$ cat config.mk
export PLATFORM = sky130hd
export DESIGN_NAME = pow_25519
export DESIGN_NICKNAME = d
export VERILOG_FILES = /design/src/rtl/pow_25519.sv
export SDC_FILE = /design/constraint.sdc
export NUM_CORES = 2
export LEC_CHECK = 0
export CAP_MARGIN = 20
export CORE_AREA = 2 2 498 500
export CTS_CLUSTER_DIAMETER = 120
export DETAILED_ROUTE_END_ITERATION = 7
export DIE_AREA = 0 0 500 502
export MAX_ROUTING_LAYER = met4
export SYNTH_ARGS = -nofsm -noshare
export SYNTH_HDL_FRONTEND = slang
export SYNTH_SLANG_ARGS = --single-unit
$ cat constraint.sdc
create_clock -name clk -period 2.5 [get_ports clk]
set_input_delay 0.5 -clock clk [delete_from_list [all_inputs] [get_ports clk]]
set_output_delay 0.5 -clock clk [all_outputs]
set_load 0.05 [all_outputs]
$ cat src/rtl/pow_25519.sv
// Fixed-exponent modular exponentiation over GF(2^255-19).
// Left-to-right square-and-multiply through one external multiplier.
`timescale 1ns/1ps
module pow_25519 #(
  parameter logic [254:0] EXP = ~255'd20,
  parameter int EXP_MSB = 254
) (
  input  logic         clk,
  input  logic         rst,
  input  logic         start,
  input  logic [254:0] a,
  output logic [254:0] res,
  output logic         done,
  output logic         busy,
  output logic         mul_start,
  output logic [254:0] mul_a,
  output logic [254:0] mul_b,
  input  logic [254:0] mul_res,
  input  logic         mul_done
);

  typedef enum logic [2:0] {
    IDLE,
    SQ_ISSUE,
    SQ_WAIT,
    ML_ISSUE,
    ML_WAIT
  } state_t;

  localparam logic [7:0] IDX_TOP = 8'(EXP_MSB - 1);

  state_t       state;
  logic [254:0] base;
  logic [254:0] acc;
  logic [7:0]   idx;

  // Operand A is always the running accumulator.
  assign mul_a = acc;

  always_ff @(posedge clk) begin
    if (rst) begin
      state     <= IDLE;
      base      <= '0;
      acc       <= '0;
      idx       <= '0;
      res       <= '0;
      done      <= 1'b0;
      busy      <= 1'b0;
      mul_start <= 1'b0;
      mul_b     <= '0;
    end else begin
      done      <= 1'b0;
      mul_start <= 1'b0;
      unique case (state)
        IDLE: begin
          if (start) begin
            base <= a;
            acc  <= a;
            idx  <= IDX_TOP;
            if (EXP_MSB == 0) begin
              res  <= a;
              done <= 1'b1;
            end else begin
              busy      <= 1'b1;
              mul_start <= 1'b1;
              mul_b     <= a;
              state     <= SQ_ISSUE;
            end
          end
        end
        SQ_ISSUE: state <= SQ_WAIT;
        SQ_WAIT: begin
          if (mul_done) begin
            acc <= mul_res;
            if (EXP[idx]) begin
              mul_start <= 1'b1;
              mul_b     <= base;
              state     <= ML_ISSUE;
            end else if (idx == 8'd0) begin
              res   <= mul_res;
              done  <= 1'b1;
              busy  <= 1'b0;
              state <= IDLE;
            end else begin
              idx       <= idx - 8'd1;
              mul_start <= 1'b1;
              mul_b     <= mul_res;
              state     <= SQ_ISSUE;
            end
          end
        end
        ML_ISSUE: state <= ML_WAIT;
        ML_WAIT: begin
          if (mul_done) begin
            acc <= mul_res;
            if (idx == 8'd0) begin
              res   <= mul_res;
              done  <= 1'b1;
              busy  <= 1'b0;
              state <= IDLE;
            end else begin
              idx       <= idx - 8'd1;
              mul_start <= 1'b1;
              mul_b     <= mul_res;
              state     <= SQ_ISSUE;
            end
          end
        end
        default: state <= IDLE;
      endcase
    end
  end

endmodule

==> out/results.txt <==
Top cells by count, synth = nand2_1, dfxtp_1, a21oi_1
I/O Buffers = 1281
Cell taking the most area after synthesis = dfxtp_1
Critical-path top delay cell = clkdlybuf4s50_1
Pre-CTS setup slack = -0.333 ns
Detail Route Antenna Nets = 0
Die W = 500 um
Overall Power = 52600 uW
Mux cell area share after synthesis = 0
DP Area = 0.0603 sq mm
Initial Util = 0.174
Synth warn = 0
Post-synthesis xor/xnor area fraction = 0.000205
CTS sink cnt = 1035
FMAX = 0.418 GHz
Wire per inst = 23.8 um
Critical path's largest stage delay = 0.81 ns
Routability Congestion = 0.905
R2R Path Start = idx[0]
Die ar. = 0.251 sq mm
Die height = 502 um
Worst Skew = 0.0314 ns
Share of layout cells above drive strength 1 = 0.0885
Vias = 47100
Worst Hold Path EP = base[154]
First-pass GRT wire length = 327 mm
Status = complete, no violations
Core Footprint = 0.245 sq mm
1st-iter DRT viols = 4240
Adder-cell share of the synthesized area = 0.000293
Compound-cell area share of the yosys netlist = 0.275
Worst Path Arrival = 1.89 ns
Crit-path max FO = 2
Clk buf depth = 3
Worst-Margin Slew = 0.814 ns
Worst setup margin = 0.106 ns
Number of global-route vias before repair = 44100
Period utilization = 0.957
Cell Pwr Density = 819 mW/mm^2
Hold Crit Class = in -> reg
Worst-path cell chain = clkdlybuf4s50_1
Final nets = 7139
Min-delay src = rst
CTS tree = built
Multi-input gate area = 0.0198 sq mm
Post-Syn Area = 0.0427 sq mm
Root Driver = clkbuf_16
Number of CTS-inserted buffers = 120
Final setup viols = 0
Drt first pass iters = 6
Total track usage = 0.182
DRC Markers = 0
Hpwl dp = 177 mm
Rows = 182
Rel. slew slack = 0.457
Final hold violations = 0
Predominant post-synthesis flop cell = dfxtp_1
Sequential cell area = 0.0207 sq mm
Cells after synthesis = 5495
Congestion Overflow GR = 0
Top-count cell post-synth = nand2_1
Netlist cell types = 45
CP delay by family, top = buffers and inverters
Syn-to-layout area delta = 50.5%
Max_cap viols = 0
Worst reg2reg path depth = 9
#FFs+latches synth = 1035
Hold-critical path depth = 2
Worst EP required = 2.00 ns
R2R Setup Slk = 0.13 ns
Post-synth EDFFs = 0
Filler cell count = 26400
Worst-path clk slew = 0.06 ns
Syn avg cell area = 7.77 sq um
Routed wire length = 237 mm
Critical path class = reg -> out
Largest net degree at the start of global routing = 119
Skew-Pair Late Insertion Delay = 0.76 ns
Sequential area share after synthesis = 0.485
Post-synthesis async set-or-reset flop share = 0
Largest family of logic cells by synthesized area = compound AO/OA/AOI/OAI gates
Via density = 4.72
Worst r2r dst = mul_b[192]
Largest cells by area after synthesis = dfxtp_1, nand2_1, a311oi_1, a21oi_1, a22oi_1
Post-Syn Nets = 6010
WP buf/inv = 1
CTS Hold Bufs = 0
Leak = 0.0251 uW
Post-synthesis simple-gate area fraction = 0.186
Design Area, Final = 0.0643 sq mm
H-tree depth = 3
Antenna violations before repair = 53
Post-synth top area share = 0.485
Max-slew violation count = 0
Io pins = 1282
Worst VDD drop = 0.513 mV
WHS = 0.190 ns
Post-layout min period = 2.39 ns
Crit. End Element = output port
Critical Path Source Type = flop
## registers in the layout (all words and copies together) (netlist names), named ones only
signal,cells
mul_start,1
res,255
state,3
busy,1
mul_b,255
done,1
idx,8
base,255
mul_a,255
## routing by layer
metal  track usage  up-vias  share of wire  wire length, um
li1              -    21700              -                -
met1         0.208    22600           0.39            91500
met2         0.293     2400           0.47           111000
met3        0.0546      409          0.096            22800
met4        0.0831        0          0.048            11500
met5             -        -              0                0
## cells in the final DEF, fill, tap and decap left out, drive strengths merged, types with 2 or more instances in the layout
master         instances
dfxtp               1035
nor2                 265
a22oi                255
nand2               1793
clkinvlp               3
nand3                  5
a21oi                775
inv                   13
nor3b                  2
diode                 38
nor2b                  4
or4b                   2
buf                  367
a31oi                  2
clkbuf               182
clkdlybuf4s50        525
bufinv                10
dlygate4sd2          634
nand2b                 4
dlymetal6s2s          18
a311oi               511
o21ai                263
clkinv                26
nor3                   6
o21a                   2
## final cells by class
| cell class | count | area share |
|---|---|---|
| sequential | 1035 | 0.322 |
| clock inverter | 45 | 0.00952 |
| multi-input combinational | 3909 | 0.308 |
| antenna | 38 | 0.00148 |
| timing repair buffer | 1551 | 0.240 |
| tap | 3220 | 0.0627 |
| inverter | 7 | 0.000409 |
| clock buffer | 176 | 0.0556 |
## per-stage QoR
| stage | utilization | std cells | setup TNS, ns |
|---|---|---|---|
| 6_report | 0.262 | 9981 | 0 |
| 5_1_grt | 0.262 | 9974 | -0.00704 |
| 4_1_cts | 0.260 | 9930 | 0 |
| 3_5_place_dp | 0.246 | 9704 | -129.83 |
| 3_3_place_gp | 0.246 | 9704 | -152.75 |
| 2_1_floorplan | - | 5495 | 0 |
## report_power, final
part,internal (uW),switching (uW)
Sequential,18000,1040
Combinational,4560,10200
Clock,10900,7810
## timing repair
item	CTS	global route
buffers inserted	4	7
gates resized for setup	634	38
pin swaps	2	15
endpoints found under the setup margin	649	196
cloned	1	6
## cells by family after synthesis
kind of cell | count (synthesis)
AND/OR/NAND/NOR | 2088
XOR/XNOR | 1
flip-flops | 1035
AO/OA/AOI/OAI | 1819
adder cells (fa/ha/maj) | 1
buffers and inverters | 551
## worst max-delay path by stage
stage / from / end / slack, ns / cells after the start
final: res[129] / res[129] / 0.11 / 1
after global routing: res[136] / res[136] / -0.003 / 1
after CTS: res[248] / res[248] / 0.0001 / 1
after detailed placement: mul_done / mul_b[196] / -0.33 / 8
after global placement: mul_done / mul_b[120] / -0.38 / 8
after floorplan: idx[0] / mul_b[0] / 0.40 / 10
No activity file was read; power rests on OpenSTA's default activity.
